[src/rtl/fifo_pkg.sv]
// Shared FIFO types and sizing helpers, used by sync_fifo and the dual-clock FIFO.
package fifo_pkg;

  // Status flags common to all FIFO flavours
  typedef struct packed {
    logic full;
    logic empty;
    logic almost_full;
    logic almost_empty;
    logic oflow;
    logic uflow;
  } fifo_status_t;

  localparam int unsigned FIFO_AE_DEFAULT = 32'd2;

  // Number of entries addressed by a pointer of the given width
  function automatic int unsigned fifo_depth(input int unsigned ptr_width);
    return 32'd1 << ptr_width;
  endfunction

  // Default almost-full threshold: two entries below full
  function automatic int unsigned fifo_af_default(input int unsigned ptr_width);
    return fifo_depth(ptr_width) - 32'd2;
  endfunction

endpackage

[src/rtl/fifo_mem.sv]
// Simple dual-port storage array for sync_fifo.
// SYNC_FIFO_FWFT_EN: asynchronous read port; otherwise a registered read port.
module fifo_mem
  import fifo_pkg::*;
#(
  parameter int unsigned DATA_WIDTH = 8,
  parameter int unsigned ADDR_WIDTH = 4
) (
  input  logic                  clk,
`ifndef SYNC_FIFO_FWFT_EN
  input  logic                  rst_n,
  input  logic                  rd_en,
`endif
  input  logic                  wr_en,
  input  logic [ADDR_WIDTH-1:0] wr_addr,
  input  logic [DATA_WIDTH-1:0] wr_data,
  input  logic [ADDR_WIDTH-1:0] rd_addr,
  output logic [DATA_WIDTH-1:0] rd_data
);

  localparam int unsigned DEPTH = fifo_depth(ADDR_WIDTH);

  logic [DATA_WIDTH-1:0] mem [DEPTH];

  // Write port; contents are never reset
  always_ff @(posedge clk) begin
    if (wr_en) mem[wr_addr] <= wr_data;
  end

`ifdef SYNC_FIFO_FWFT_EN
  // Head word is visible as soon as it is written
  assign rd_data = mem[rd_addr];
`else
  logic [DATA_WIDTH-1:0] rd_data_q;

  // Registered read port, cleared only by reset
  always_ff @(posedge clk) begin
    if (!rst_n)     rd_data_q <= '0;
    else if (rd_en) rd_data_q <= mem[rd_addr];
  end

  assign rd_data = rd_data_q;
`endif

endmodule

[src/rtl/sync_fifo.sv]
// Single-clock parametrised FIFO with occupancy count, threshold flags,
// synchronous flush and overflow/underflow pulses.
// SYNC_FIFO_FWFT_EN: first-word-fall-through read mode; otherwise one-cycle read latency.
module sync_fifo
  import fifo_pkg::*;
#(
  parameter int unsigned DATA_WIDTH = 8,
  parameter int unsigned PTR_WIDTH  = 4,
  parameter int unsigned AF_THRESH  = fifo_af_default(PTR_WIDTH),
  parameter int unsigned AE_THRESH  = FIFO_AE_DEFAULT
) (
  input  logic                  aclk,
  input  logic                  aresetn,
  input  logic                  clr,
  input  logic                  wr_en,
  input  logic [DATA_WIDTH-1:0] wr_data,
  input  logic                  rd_en,
  output logic [DATA_WIDTH-1:0] rd_data,
  output logic                  rd_valid,
  output logic                  full,
  output logic                  empty,
  output logic                  almost_full,
  output logic                  almost_empty,
  output logic [PTR_WIDTH:0]    count,
  output logic                  oflow,
  output logic                  uflow
);

  localparam int unsigned CW    = PTR_WIDTH + 1;
  localparam int unsigned DEPTH = fifo_depth(PTR_WIDTH);

  logic [CW-1:0]         wr_ptr_q;
  logic [CW-1:0]         rd_ptr_q;
  logic [CW-1:0]         count_q;
  logic [CW-1:0]         count_nxt;
  fifo_status_t          status_q;
  fifo_status_t          status_nxt;
  logic                  wr_acc_c;
  logic                  rd_acc_c;
  logic [DATA_WIDTH-1:0] mem_rd_data;

  // Accepted transfers use the registered flags; flush suppresses both
  always_comb begin
    wr_acc_c = wr_en && !status_q.full  && !clr;
    rd_acc_c = rd_en && !status_q.empty && !clr;
  end

  // Next occupancy and flags, so registered flags carry no extra lag
  always_comb begin
    count_nxt = count_q;
    if (clr) begin
      count_nxt = '0;
    end else begin
      case ({wr_acc_c, rd_acc_c})
        2'b10:   count_nxt = count_q + CW'(1);
        2'b01:   count_nxt = count_q - CW'(1);
        default: count_nxt = count_q;
      endcase
    end
    status_nxt.full         = (count_nxt == CW'(DEPTH));
    status_nxt.empty        = (count_nxt == '0);
    status_nxt.almost_full  = (count_nxt >= CW'(AF_THRESH));
    status_nxt.almost_empty = (count_nxt <= CW'(AE_THRESH));
    status_nxt.oflow        = !clr && wr_en && status_q.full;
    status_nxt.uflow        = !clr && rd_en && status_q.empty;
  end

  // Pointer, count and flag registers
  always_ff @(posedge aclk) begin
    if (!aresetn) begin
      wr_ptr_q <= '0;
      rd_ptr_q <= '0;
      count_q  <= '0;
      status_q <= '{full: 1'b0, empty: 1'b1, almost_full: 1'b0,
                    almost_empty: 1'b1, oflow: 1'b0, uflow: 1'b0};
    end else begin
      if (clr) begin
        wr_ptr_q <= '0;
        rd_ptr_q <= '0;
      end else begin
        if (wr_acc_c) wr_ptr_q <= wr_ptr_q + CW'(1);
        if (rd_acc_c) rd_ptr_q <= rd_ptr_q + CW'(1);
      end
      count_q  <= count_nxt;
      status_q <= status_nxt;
    end
  end

  fifo_mem #(
    .DATA_WIDTH (DATA_WIDTH),
    .ADDR_WIDTH (PTR_WIDTH)
  ) u_mem (
    .clk     (aclk),
`ifndef SYNC_FIFO_FWFT_EN
    .rst_n   (aresetn),
    .rd_en   (rd_acc_c),
`endif
    .wr_en   (wr_acc_c),
    .wr_addr (wr_ptr_q[PTR_WIDTH-1:0]),
    .wr_data (wr_data),
    .rd_addr (rd_ptr_q[PTR_WIDTH-1:0]),
    .rd_data (mem_rd_data)
  );

`ifdef SYNC_FIFO_FWFT_EN
  // Head word shown while non-empty; zero otherwise so reset reads back 0
  assign rd_data  = status_q.empty ? '0 : mem_rd_data;
  assign rd_valid = !status_q.empty;
`else
  logic rd_valid_q;

  // Valid follows each accepted read by one cycle
  always_ff @(posedge aclk) begin
    if (!aresetn) rd_valid_q <= 1'b0;
    else          rd_valid_q <= rd_acc_c;
  end

  assign rd_data  = mem_rd_data;
  assign rd_valid = rd_valid_q;
`endif

  assign full         = status_q.full;
  assign empty        = status_q.empty;
  assign almost_full  = status_q.almost_full;
  assign almost_empty = status_q.almost_empty;
  assign oflow        = status_q.oflow;
  assign uflow        = status_q.uflow;
  assign count        = count_q;

endmodule
[config.mk]
export PLATFORM = sky130hd
export DESIGN_NAME = sync_fifo
export DESIGN_NICKNAME = d
export VERILOG_FILES = /design/src/rtl/fifo_pkg.sv /design/src/rtl/fifo_mem.sv /design/src/rtl/sync_fifo.sv
export SDC_FILE = /design/constraint.sdc
export NUM_CORES = 1
export LEC_CHECK = 0
export CORE_AREA = 10 10 114 116
export DETAILED_ROUTE_END_ITERATION = 7
export DIE_AREA = 0 0 124 126
export PLACE_DENSITY = 0.82
export SETUP_SLACK_MARGIN = 0.3
export SLEW_MARGIN = 10
export SYNTH_ARGS = -nofsm -noshare
export SYNTH_HDL_FRONTEND = slang
export SYNTH_SLANG_ARGS = --single-unit
[constraint.sdc]
create_clock -name aclk -period 3.6 [get_ports aclk]
set_input_delay 0.36 -clock aclk [delete_from_list [all_inputs] [get_ports aclk]]
set_output_delay 0.36 -clock aclk [all_outputs]
set_load 0.03 [all_outputs]
==> metrics.txt <==
number of distinct standard cells referenced by the synthesized netlist=42; Post-CTS Setup Inserts=0; Critical Path Source Type=input port; 1st-iter DRT viols=318; routed wire length=about 12 mm; post-synthesis net count=between 300 and 400; H-tree depth=4; highest-count cells in the layout ignoring fill and taps=sky130_fd_sc_hd__edfxtp_1 (128), sky130_fd_sc_hd__mux4_2 (40), sky130_fd_sc_hd__clkdlybuf4s50_1 (32), sky130_fd_sc_hd__nor2_1 (30); final clock period utilization by the worst path=between 70% and 80%; Routed wire per std cell=21.7 µm; Min Clock Period, post-route=between 2 and 3 ns; fmax=approximately 0.35 GHz; root buffer selected by CTS=sky130_fd_sc_hd__clkbuf_8; Worst Reg-to-Reg Cells=10; width of the die=roughly 120 µm; final HPWL from detailed placement=between 7 and 8 mm; largest fanout on the critical path=5; Floorplan Core Area=10700 µm²; M2 GR Usage=between 20% and 30%; netlist area before placement=around 6200 µm²; cell depth of the worst min-delay path=2; port bufs=32; Critical Path Slowest Stage Cell=sky130_fd_sc_hd__clkdlybuf4s50_1; post-route core utilization=around two thirds; GRT met1 Usage=about 20%; clock input transition at the sequential cells of the worst setup and hold paths=0.07 ns; total negative slack for setup checks=0 ns; flip-flop and latch count after synthesis=~160; synthesized area per cell=roughly 18 µm²; fraction of final layout cells sized beyond drive strength 1=about a fifth; maximum VDD drop=roughly 370 µV; kind of critical path=input port to flip-flop; cells after synthesis=approximately 360; Most Used Layer, Global Route=met2; worst-case clock skew=between 0.008 and 0.009 ns; final-stage net count=roughly 420; WP data arrival=roughly 3.2 ns; max_slew headroom=a little under half; overall global routing resource usage=between 10% and 20%; router iterations before antenna repair=5; fraction of the yosys area taken by sequential cells=slightly above 70%; source of the worst hold timing path=u_mem.rd_data[5]; met3 Resource Use GR=under 10%; prevailing post-synth register cell=sky130_fd_sc_hd__edfxtp_1; die extent in y=approximately 130 µm; per-cell via count in the routed design=~6.0; reg-to-reg setup timing slack=about 0.83 ns; required time at the endpoint of the critical path=3.98 ns; warning count from the yosys run=0; cell-by-cell listing of the critical path=clkdlybuf4s50_1 -> or3b_1 -> nor2_1 -> xor2_1 -> ha_1 -> a21oi_1 -> nand2_1 -> a311o_1 -> nor3_4 -> xnor2_1 -> o32ai_1; final setup violation count=0; first-pass GRT wire length=18.9 mm; reported leakage power=approximately 2.3 nW; routability congestion estimate from global placement=approximately 0.9; unrepaired setup endpoints after global routing=false; effective utilization at floorplan=roughly three fifths; total gr overflow=0; maximum clock insertion buffer count=2; number of gates resized after cts=0; worst hold path class=flip-flop to flip-flop; capture instance of the worst register-to-register path=almost_full; vias in the first global route=around 3.4k; Site Rows=38; Slew Limit Fails=0; crit path capture type=flip-flop; commonest non-fill, non-tap cell in the layout=sky130_fd_sc_hd__edfxtp_1; Synth async-reset ratio=0%; clock tree from TritonCTS=built; Largest delay share family, worst path=simple AND/OR/NAND/NOR gates; maximum single-stage delay on the critical path=0.50 ns; largest net degree at the start of global routing=36; transition time at the pin with the least slew margin=0.819 ns; boundary pin count=33; antenna violations before repair=1; Max Cap Violations=0; count of endpoints failing hold in the final timing report=0; number of hold buffers added after CTS=0; area of the die=between 15000 and 20000 µm²; cts bufs inserted=17; cell area power density=510 nW/µm²; vias=around 3.3k; sink of the worst hold path=u_mem.rd_data[5]; post-detailed-route DRC marker count=0; insertion delay of the later-clocked pin in the worst-skew pair=roughly 0.53 ns; area growth from synthesis to layout=16.8%; Routed Antenna Nets=0; Bufs and invs on worst path=1; status=finished clean; number of flops mapped to enable cells by yosys=approximately 130; source of the worst register-to-register timing path=empty; total number of clock tree sinks=156
==> cell families (layout without fill, tap and decap cells) <==
family | after synthesis | after routing | share of synthesized area, %
compound gates | 24 | 24 | 2.87
buf+inv | 26 | 81 | 1.89
xor+xnor | 13 | 13 | 1.83
simple gates | 87 | 87 | 6.62
other cells | 0 | 1 | 0
flops | 156 | 156 | 70.6
fa+ha+maj | 7 | 7 | 1.40
mux | 42 | 42 | 14.8
==> sequential cells by signal, indices dropped and copies added, names as in the netlist <==
register	count
uflow	1
empty	1
count	5
u_mem.rd_data	8
rd_valid	1
rd_ptr_q	4
oflow	1
full	1
u_mem.mem	128
almost_empty	1
wr_ptr_q	4
almost_full	1
==> routing by layer <==
| layer | wire [µm] | vias to the layer above |
|---|---|---|
| li1 | - | 1468 |
| met1 | 4960 | 1681 |
| met2 | 6030 | 119 |
| met3 | 788 | 12 |
| met4 | 174 | 0 |
| met5 | 0 | - |
==> layout make-up <==
class,count,area [µm²]
fillers,693,3410
well taps,140,175
clock inverters,15,138
inverters,8,35.0
clock buffers,17,414
multi-input cells,173,1710
diodes,1,2.50
repair buffers,41,400
flip-flops and latches,156,4410
==> how the worst max path moves through the flow <==
stage          startpoint     endpoint  slack, ns  depth (start not counted)
5_1_grt               clr  almost_full       0.60                         11
4_1_cts               clr  almost_full       0.84                         11
3_3_place_gp          clr  almost_full       0.36                         11
2_1_floorplan       empty         full       0.78                         10
6_report              clr  almost_full       0.78                         11
3_5_place_dp          clr  almost_full       0.29                         11
==> cells in the mapped netlist (all sizes together) (2+ instances only) <==
master	number	share of area [%]
nand2b	6	0.60
xor2	7	0.98
mux4	40	14
inv	7	0.42
o21ai	4	0.32
buf	8	0.72
mux2i	2	0.32
a21oi	3	0.30
nand3	3	0.24
clkbuf	10	0.60
a21boi	8	0.96
nor2b	3	0.30
nor3	8	0.82
nor2	30	1.8
edfxtp	128	62
ha	7	1.4
nand4	2	0.20
and3	2	0.20
dfxtp	28	9.0
xnor2	6	0.84
nand2	27	1.6
==> power by group <==
part           switching, mW  internal (mW)  leakage [nW]  total, mW
Clock                  0.729          0.926         0.263       1.65
Sequential           0.00531           1.96          1.38       1.96
Combinational         0.0579         0.0400         0.658     0.0979
==> per-stage QoR <==
| stage | instance area [µm²] | worst slack, ns | power, mW | instances | hold WS (ns) |
|---|---|---|---|---|---|
| after global routing | 7280 | 0.601 | 3.83 | 550 | 0.460 |
| after CTS | 7280 | 0.836 | 3.74 | 550 | 0.455 |
| final | 7280 | 0.776 | 3.72 | 551 | 0.463 |
| after detailed placement | 6730 | 0.289 | 2.10 | 518 | 0.461 |
| after global placement | 6730 | 0.357 | 2.09 | 518 | 0.456 |
| after floorplan | 6240 | 0.776 | 2.05 | 355 | 0.431 |
==> worst register-to-register path: cells and delay by family, from the launching register on <==
kind                       cells  cell delay, ns
AOI/OAI and AO/OA              3            0.90
and+or+nand+nor                4            0.88
adders and majority gates      1            0.21
DFF                            1            0.33
xor gates and xnor gates       2            0.31
Power figures use the tool's default switching activity.
